==> src/rtl/mac_seq_ctrl_pkg.sv <==
// Shared types for the MAC input sequencer.
// FSM state encoding and sticky error bit positions.
package mac_seq_ctrl_pkg;

    typedef enum logic [1:0] {
        IDLE,
        ISSUE,
        WAIT,
        HOLD
    } state_t;

    localparam int ERR_TIMEOUT  = 0;
    localparam int ERR_SPURIOUS = 1;

endpackage

==> src/rtl/mac_seq_counter.sv <==
// Wrapping up-counter with a terminal-count flag at LIMIT-1.
// Clear has priority over increment.
module mac_seq_counter #(
    parameter int W     = 4,
    parameter int LIMIT = 8
) (
    input  logic         clk,
    input  logic         rst_n,
    input  logic         clr,
    input  logic         inc,
    output logic [W-1:0] cnt,
    output logic         tc
);

    assign tc = (cnt == W'(LIMIT - 1));

    always_ff @(posedge clk or negedge rst_n) begin
        if (!rst_n) begin
            cnt <= '0;
        end else if (clr) begin
            cnt <= '0;
        end else if (inc) begin
            cnt <= tc ? '0 : cnt + 1'b1;
        end
    end

endmodule

==> src/rtl/mac_seq_ctrl.sv <==
// Streams J jobs of I beats into the MAC, waits for each beta result
// and holds it for a valid/ready consumer before starting the next job.
module mac_seq_ctrl
    import mac_seq_ctrl_pkg::*;
#(
    parameter int J       = 14,
    parameter int I       = 7,
    parameter int A       = 2,
    parameter int TIMEOUT = 64,
    localparam int J_WIDTH  = $clog2(J) + 1,
    localparam int B_WIDTH  = $clog2(I) + 1,
    localparam int VA_WIDTH = $clog2(J * I)
) (
    input  logic                clk,
    input  logic                rst_n,
    input  logic                start,
    output logic                busy,
    output logic                done,
    output logic [1:0]          err,
    output logic                v_rd_en,
    output logic [VA_WIDTH-1:0] v_addr,
    input  logic [31:0]         v_rdata,
    output logic                m_rd_en,
    output logic [B_WIDTH-1:0]  m_addr,
    input  logic [A-1:0]        m_rdata,
    output logic [31:0]         mac_vinput,
    output logic                mac_vinput_tvalid,
    output logic                mac_M_row_tvalid,
    output logic                mac_vinput_tlast,
    output logic                mac_M_row_tlast,
    output logic [A-1:0]        mac_M_row,
    input  logic                mac_beta_tvalid,
    input  logic [A*8-1:0]      mac_beta,
    output logic [A*8-1:0]      out_tdata,
    output logic                out_tvalid,
    input  logic                out_tready,
    output logic                out_tlast,
    output logic [J_WIDTH-1:0]  out_job
);

    localparam int W_WIDTH = $clog2(TIMEOUT) + 1;

    state_t               state;
    logic [B_WIDTH-1:0]   beat;
    logic                 beat_tc;
    logic [J_WIDTH-1:0]   job;
    logic                 job_tc;
    logic [W_WIDTH-1:0]   unused_wait_cnt;
    logic                 wait_tc;
    logic                 out_hs;
    logic                 stream_valid;
    logic                 stream_last;

    assign busy    = (state != IDLE);
    assign v_rd_en = (state == ISSUE);
    assign m_rd_en = v_rd_en;
    assign m_addr  = beat;
    assign v_addr  = VA_WIDTH'(job) * VA_WIDTH'(I) + VA_WIDTH'(beat);
    assign out_hs  = (state == HOLD) && out_tvalid && out_tready;

    assign mac_vinput        = v_rdata;
    assign mac_M_row         = m_rdata;
    assign mac_vinput_tvalid = stream_valid;
    assign mac_M_row_tvalid  = stream_valid;
    assign mac_vinput_tlast  = stream_last;
    assign mac_M_row_tlast   = stream_last;

    // beat wraps to 0 after the last read, so HOLD->ISSUE needs no clear
    mac_seq_counter #(.W(B_WIDTH), .LIMIT(I)) u_beat (
        .clk   (clk),
        .rst_n (rst_n),
        .clr   (state == IDLE),
        .inc   (v_rd_en),
        .cnt   (beat),
        .tc    (beat_tc)
    );

    mac_seq_counter #(.W(J_WIDTH), .LIMIT(J)) u_job (
        .clk   (clk),
        .rst_n (rst_n),
        .clr   (state == IDLE),
        .inc   (out_hs && !job_tc),
        .cnt   (job),
        .tc    (job_tc)
    );

    mac_seq_counter #(.W(W_WIDTH), .LIMIT(TIMEOUT)) u_wait (
        .clk   (clk),
        .rst_n (rst_n),
        .clr   (state != WAIT),
        .inc   (state == WAIT),
        .cnt   (unused_wait_cnt),
        .tc    (wait_tc)
    );

    always_ff @(posedge clk or negedge rst_n) begin
        if (!rst_n) begin
            state        <= IDLE;
            done         <= 1'b0;
            err          <= '0;
            out_tvalid   <= 1'b0;
            out_tdata    <= '0;
            out_tlast    <= 1'b0;
            out_job      <= '0;
            stream_valid <= 1'b0;
            stream_last  <= 1'b0;
        end else begin
            done         <= 1'b0;
            stream_valid <= v_rd_en;
            stream_last  <= v_rd_en && beat_tc;
            unique case (state)
                IDLE: begin
                    if (start) begin
                        err   <= '0;
                        state <= ISSUE;
                    end
                end
                ISSUE: begin
                    if (beat_tc) state <= WAIT;
                end
                WAIT: begin
                    if (mac_beta_tvalid) begin
                        out_tdata  <= mac_beta;
                        out_job    <= job;
                        out_tlast  <= job_tc;
                        out_tvalid <= 1'b1;
                        state      <= HOLD;
                    end else if (wait_tc) begin
                        err[ERR_TIMEOUT] <= 1'b1;
                        done             <= 1'b1;
                        state            <= IDLE;
                    end
                end
                HOLD: begin
                    if (out_hs) begin
                        out_tvalid <= 1'b0;
                        if (job_tc) begin
                            done  <= 1'b1;
                            state <= IDLE;
                        end else begin
                            state <= ISSUE;
                        end
                    end
                end
                default: state <= IDLE;
            endcase
            // a beta outside WAIT still flags even on the clearing start
            if (mac_beta_tvalid && state != WAIT) err[ERR_SPURIOUS] <= 1'b1;
        end
    end

endmodule

==> config.mk <==
export PLATFORM = sky130hd
export DESIGN_NAME = mac_seq_ctrl
export DESIGN_NICKNAME = d
export VERILOG_FILES = /design/src/rtl/mac_seq_ctrl_pkg.sv /design/src/rtl/mac_seq_counter.sv /design/src/rtl/mac_seq_ctrl.sv
export SDC_FILE = /design/constraint.sdc
export NUM_CORES = 1
export LEC_CHECK = 0
export ABC_CLOCK_PERIOD_IN_PS = 2600
export BUFFER_PORTS_ARGS = -buffer_cell sky130_fd_sc_hd__buf_2
export CAP_MARGIN = 10
export CORE_ASPECT_RATIO = 1.4
export CORE_MARGIN = 3
export CORE_UTILIZATION = 28
export DETAILED_ROUTE_END_ITERATION = 8
export GPL_TIMING_DRIVEN = 0
export SYNTH_ARGS = -nofsm -noshare
export SYNTH_HDL_FRONTEND = slang
export SYNTH_SLANG_ARGS = --single-unit
==> constraint.sdc <==
create_clock -name clk -period 2.6 [get_ports clk]
set_clock_uncertainty 0.1 [all_clocks]
set_input_delay 0.13 -clock clk [delete_from_list [all_inputs] [get_ports clk]]
set_output_delay 0.13 -clock clk [all_outputs]
set_load 0.02 [all_outputs]
==> impl_metrics.yaml, run 1 <==
status:
  status: "finished, violations left"
  violations: "setup timing"
setup_path:
  cp-end-kind: "primary output"
  crit_type: "flip-flop to primary output"
  path_max_fanout: 4
  timing.rr.start: "u_job.cnt[2]"
  rrSetupSlack_ps: 840
  cp.arrival_ps: 2730
  reg2reg_to: "u_job.cnt[3]"
  r2r_cells: 6
  crit_required_ps: 2370
  cp-start-kind: "flip-flop"
clocking:
  cts_made_buffers: 5
  htreeDepth: 2
  cts_tree: "yes"
  clk_transition_reported_paths_ps: 60
  cts_root_buf: "clkbuf_16"
  clockBufferDepth: 2
  clkSinkCount: 46
  clkLatencyLatePin_ps: 280
global_route:
  grt_max_degree: 47
  grt_pass1_vias: 2098
  grt_usage: 0.120
  antenna_found_initial: 0
  grt_first_pass_wirelength_mm: 10.0
  overflow: 0
yosys:
  synth_nets: 328
  syn_avg_cell_area_sq_um: 10.8
  synth.distinct_cells: 37
  netlist_top_cells_area: "dfrtp_1, buf_4, ha_1, mux2_2, fa_1"
  synth_top_area_share: 0.429
  synth-seq-area-share: 0.429
  synth-seq-cells: 46
  syn_area_sq_mm: 0.00268
  synthCells: 248
  synth-async-reset-ratio: 1.00
  ys_warn_count: 0
  synth_top_cell_by_area: "dfrtp_1"
  synth.most_common_cell: "dfrtp_1"
  synth_flop_cell: "dfrtp_1"
  synth_common_cells: "dfrtp_1, buf_4, inv_1"
  synth_edf_count: 0
timing:
  slew_viol_final: 0
  hold_viol_final: 0
  slew_headroom: 0.325
  setup_viol: 5
  max_freq_mhz: 338
  rsz0062_at_grt: "yes"
  tns_ps: -1220
  hold_slack_ps: 26.1
  worst_pin_slew_ps: 1010
  final.setup.worst_slack_ps: -361
  fin_crit_ps: 2960
  min_period_over_period: 1.14
drt:
  route.detailed.drc: 0
  drt_iter0_drc: 61
  drt_first_pass_iters: 4
  routed-via-count: 2137
  via_per_inst: 4.37
  wl_per_cell_um: 12.7
  antenna_left: 0
  drt-total-wl_mm: 6.21
power_and_ir_drop:
  p_per_area_mw_per_mm2: 835
  vdd_drop_max_mv: 0.510
  power.leakage_uw: 0.00213
  finalPower_uw: 3220
floorplan:
  fp.dieH_um: 122
  io_pins: 133
  dieWidth_um: 88.7
  initial_core_util: 0.292
  die-area_sq_mm: 0.0108
  rows: 41
  core-area_sq_mm: 0.00918
placement:
  hpwl_mm: 4.50
  io_buffers: 98
  pre_cts_slack_ps: -268
  routabilityCongestion: 0.764
final_layout:
  layout-drive-gt1-share: 0.534
  n_fill_cell: 874
  nNetsFinal: 461
  fin_util: 0.420
  register_area_sq_mm: 0.00116
  diodes: 0
  syn_to_final_growth_pct: 43.6
  multi_input_area_sq_mm: 0.00124
hold_path:
  whs_endpoint: "done"
  min_from: "mac_beta_tvalid"
  holdPathStages: 2
  hold_path.class: "primary input to flip-flop"
job:
  drv_cap: 0
==> report_power, final <==
| part | leakage [uW] | switching [uW] | internal (uW) |
|---|---|---|---|
| Combinational | 0.00144 | 853 | 644 |
| Sequential | 0.000601 | 130 | 897 |
| Clock | 0.0000832 | 261 | 435 |
| Total | 0.00213 | 1240 | 1980 |
==> logic make-up (layout without fill, tap and decap cells) <==
family          after synthesis  in the layout  share of synthesized area
flops                        46             46                      0.429
simple gates                 50             50                     0.0960
mux                          20             20                     0.0825
buf+inv                      64            198                      0.146
xor+xnor                     11             11                     0.0359
compound gates               32             32                     0.0774
fa+ha+maj                    25             25                      0.133
==> metrics by stage <==
stage / area (sq um) / std cells
after floorplan: 2720 / 248
after global placement: 3340 / 453
after detailed placement: 3340 / 453
after CTS: 3820 / 487
after global routing: 3850 / 489
final: 3850 / 489
==> critical path, cell delays in order (launching register included) <==
cell	delay, ps
dfrtp_2	440
fa_1	580
xor2_1	160
ha_1	290
ha_4	230
a211oi_2	210
o21bai_2	90
a21oi_2	160
xnor2_2	120
buf_4	160
==> how the worst max path moves through the flow <==
stage	depth (start not counted)	endpoint	startpoint
floorplan	9	v_addr[6]	u_job.cnt[2]
global placement	9	v_addr[6]	u_job.cnt[0]
detailed placement	9	v_addr[6]	u_job.cnt[0]
CTS	9	v_addr[6]	u_job.cnt[0]
global route	9	v_addr[6]	u_job.cnt[1]
finish	9	v_addr[6]	u_job.cnt[1]
==> flip-flops by register name, summed over array words and instances (netlist names) <==
name              flops
done                  1
err                   2
mac_M_row_tlast       1
mac_M_row_tvalid      1
out_job               5
out_tdata            16
out_tlast             1
out_tvalid            1
state                 2
u_beat.cnt            4
u_job.cnt             5
u_wait.cnt            7
==> metal layers <==
| layer | GRT usage | up-vias | wire length, um |
|---|---|---|---|
| met5 | 0 | - | 0 |
| met4 | 0.0577 | 0 | 120 |
| met3 | 0.0203 | 6 | 409 |
| met2 | 0.218 | 88 | 3290 |
| met1 | 0.131 | 1003 | 2380 |
| li1 | - | 1040 | - |
==> placed cells by master (no fill, tap or decap), drive strengths merged <==
cell,netlist,routed
a211oi,3,3
a21boi,1,1
a21o,3,3
a21oi,8,8
a31o,1,1
a31oi,4,4
and2b,1,1
and3,1,1
and4,1,1
buf,40,149
clkbuf,1,9
dfrtp,46,46
dlygate4sd3,0,17
fa,6,6
ha,19,19
inv,23,23
mux2,17,17
mux2i,3,3
nand2,18,18
nand2b,2,2
nand3,7,7
nand3b,2,2
nand4,1,1
nor2,11,11
nor2b,2,2
nor3b,1,1
o21ai,10,10
o21bai,1,1
o32ai,1,1
or2,1,1
or3,2,2
xnor2,7,7
xor2,4,4
==> area by class of cell <==
cell class              instances  share of cell area
plain buffers                  41              0.0792
clock buffers                   8              0.0432
inverters                      23              0.0237
multi-input cells             138               0.322
flip-flops and latches         46               0.300
well taps                     107              0.0347
repair buffers                126               0.197
==> repair_timing <==
item,in CTS,in global routing
hold buffers,17,0
buffers inserted,9,2
hold endpoints to repair,62,0
pin swaps,13,8
endpoints found under the setup margin,5,5
resized for setup,16,7
Note: power is estimated with default switching activity, not from simulation.
==> inputs of run 2 (changes only) <==
- ABC_AREA: not set -> 1
- CORE_UTILIZATION: 28 -> 42
- PLACE_DENSITY: not set -> 0.76
==> run 2 against run 1 <==
The run still ends with setup timing left; worst hold slack better by 54 ps; critical path depth did not move; flip-flop and latch count did not move; count of clock-buffer cells in the layout did not move; utilization is 20 points higher; register-to-register slack gained 180 ps.
==> impl_metrics.yaml, run 2 <==
setup_path:
  r2r_cells: 9
  cp.arrival_ps: 2650
  crit_required_ps: 2370
  crit_type: "flip-flop to primary output"
  cp-end-kind: "primary output"
  path_max_fanout: 5
  cp-start-kind: "flip-flop"
final_layout:
  register_area_sq_mm: 0.00116
  reg_top3: "out_tdata x16, u_wait.cnt x7"
  layout-drive-gt1-share: 0.447
  nNetsFinal: 538
  most-common-layout-cells: "buf_2, nand2_1, buf_4"
  syn_to_final_growth_pct: 39.2
  n_fill_cell: 535
  diodes: 0
  multi_input_area_sq_mm: 0.00131
  max_flop_register: "out_tdata"
  fin_util: 0.615
  mostFrequentLayoutCell: "buf_2"
  postLayoutCellArea_sq_mm: 0.00390
  largest_reg_flops: 16
yosys:
  synth-seq-cells: 46
  synth.distinct_cells: 28
  synth_top_cell_by_area: "dfrtp_1"
  synth-async-reset-ratio: 1.00
  synth_edf_count: 0
  syn_area_sq_mm: 0.00280
  synth.most_common_cell: "nand2_1"
  netlist_top_cells_area: "dfrtp_1, nand2_1, buf_4, ha_1, fa_1"
  synthCells: 325
  synth_flop_cell: "dfrtp_1"
  synth-seq-area-share: 0.411
  synth_common_cells: "nand2_1, dfrtp_1, buf_4"
  synth_nets: 405
  synth_top_area_share: 0.411
  syn_avg_cell_area_sq_um: 8.62
  ys_warn_count: 0
placement:
  io_buffers: 98
  routabilityCongestion: 0.744
  pre_cts_slack_ps: -133
  placed_cell_area_sq_mm: 0.00341
  hpwl_mm: 4.71
drt:
  via_per_inst: 4.70
  route.detailed.drc: 0
  drt_first_pass_iters: 5
  drt_iter0_drc: 99
  routed-via-count: 2495
  drt-total-wl_mm: 6.49
  antenna_left: 0
  wl_per_cell_um: 12.2
job:
  drv_cap: 0
power_and_ir_drop:
  power.leakage_uw: 0.00228
  switching_share: 0.222
  combPwrFrac: 0.111
  power_frac_seq: 0.524
  vdd_drop_max_mv: 0.288
  switching_power_uw: 303
  p_per_area_mw_per_mm2: 350
  p_clk_frac: 0.365
  p_int_uw: 1060
timing:
  hold_slack_ps: 80.3
  max_freq_mhz: 347
  worst_pin_slew_ps: 997
  tns_ps: -1050
  fin_crit_ps: 2880
  final.setup.worst_slack_ps: -283
  min_period_over_period: 1.11
  slew_viol_final: 0
  setup_viol: 5
  hold_viol_final: 0
  rsz0062_at_grt: "yes"
  slew_headroom: 0.335
clocking:
  cts_root_buf: "clkbuf_8"
  htreeDepth: 2
  clkSinkCount: 46
  cts_tree: "yes"
  clockBufferDepth: 2
  clkLatencyLatePin_ps: 290
  clk_transition_reported_paths_ps: 80
  cts_made_buffers: 5
floorplan:
  die-area_sq_mm: 0.00770
  core-area_sq_mm: 0.00634
  rows: 34
  fp.dieH_um: 103
  dieWidth_um: 75.0
  initial_core_util: 0.442
  io_pins: 133
global_route:
  overflow: 0
  grt_pass1_vias: 2419
  grt_max_degree: 47
  antenna_found_initial: 0
  grt_usage: 0.170
  grt_first_pass_wirelength_mm: 10.4
status:
  violations: "setup timing"
  status: "finished, violations left"
hold_path:
  hold_path.class: "primary input to flip-flop"
  holdPathStages: 4
run 2: cell count changes in the layout (fill, tap and decap cells not counted), sizes merged, moves of 5 or more:
cell | previous run | this run
nand2 | 18 | 99
mux2 | 17 | 0
nand3 | 7 | 20
inv | 23 | 35
nor2 | 11 | 18
a21oi | 8 | 3
o21ai | 10 | 15
xnor2 | 7 | 2
xor2 | 4 | 9
run 2: what timing repair did:
item / CTS / global route
buffers inserted: 10 / 0
endpoints found under the hold margin: 63 / 0
hold buffers: 18 / 0
pin swaps: 8 / 10
resized for setup: 25 / 11
endpoints found under the setup margin: 5 / 5
run 2: kinds of logic after synthesis:
| family | synth area share |
|---|---|
| adders and majority gates | 0.128 |
| buffers and inverters | 0.163 |
| and+or+nand+nor | 0.219 |
| AOI/OAI and AO/OA | 0.0447 |
| xor gates and xnor gates | 0.0344 |
| DFF | 0.411 |
run 2: routing by layer:
metal | GRT usage | up-vias | share of wire
met3 | 0.0341 | 9 | 0.066
met1 | 0.189 | 1154 | 0.37
met4 | 0.0384 | 0 | 0.013
met2 | 0.325 | 98 | 0.55
li1 | - | 1234 | -
met5 | 0 | - | 0
run 2: final timing paths:
kind	start	to	slack [ps]
setup / recovery	u_job.cnt[2]	v_addr[5]	-280
hold / removal	start	err[1]	80
setup reg to reg	u_beat.cnt[0]	state[1]	1020
hold reg to reg	err[1]	err[1]	380
max in group asynchronous	rst_n	u_job.cnt[4]	1280
min in group asynchronous	rst_n	u_wait.cnt[4]	440
run 2: cell type report:
type / count / share of cell area
buffer: 43 / 0.0825
inverter: 35 / 0.0350
multi-input combinational: 201 / 0.335
clock buffer: 8 / 0.0283
tap: 72 / 0.0231
sequential: 46 / 0.297
timing repair buffer: 126 / 0.199
run 2: metrics by stage:
| stage | std cells | power [uW] |
|---|---|---|
| floorplan | 325 | 807 |
| global placement | 495 | 859 |
| detailed placement | 495 | 860 |
| CTS | 531 | 1370 |
| global route | 531 | 1420 |
| finish | 531 | 1360 |
run 2: critical path: stages, from the launching register on:
cell and delay (ps):
dfrtp_2 460, inv_4 90, fa_1 450, fa_1 530
inv_2 50, ha_4 300, nand2_2 60, o21ai_2 150
xor2_2 150, buf_6 130
run 2: power groups by stage:
stage | sequential [uW] | combinational (uW) | clock [uW]
finish | 715 | 151 | 498
global route | 715 | 166 | 536
CTS | 715 | 152 | 507
detailed placement | 729 | 131 | 0
global placement | 729 | 130 | 0
floorplan | 729 | 77.4 | 0
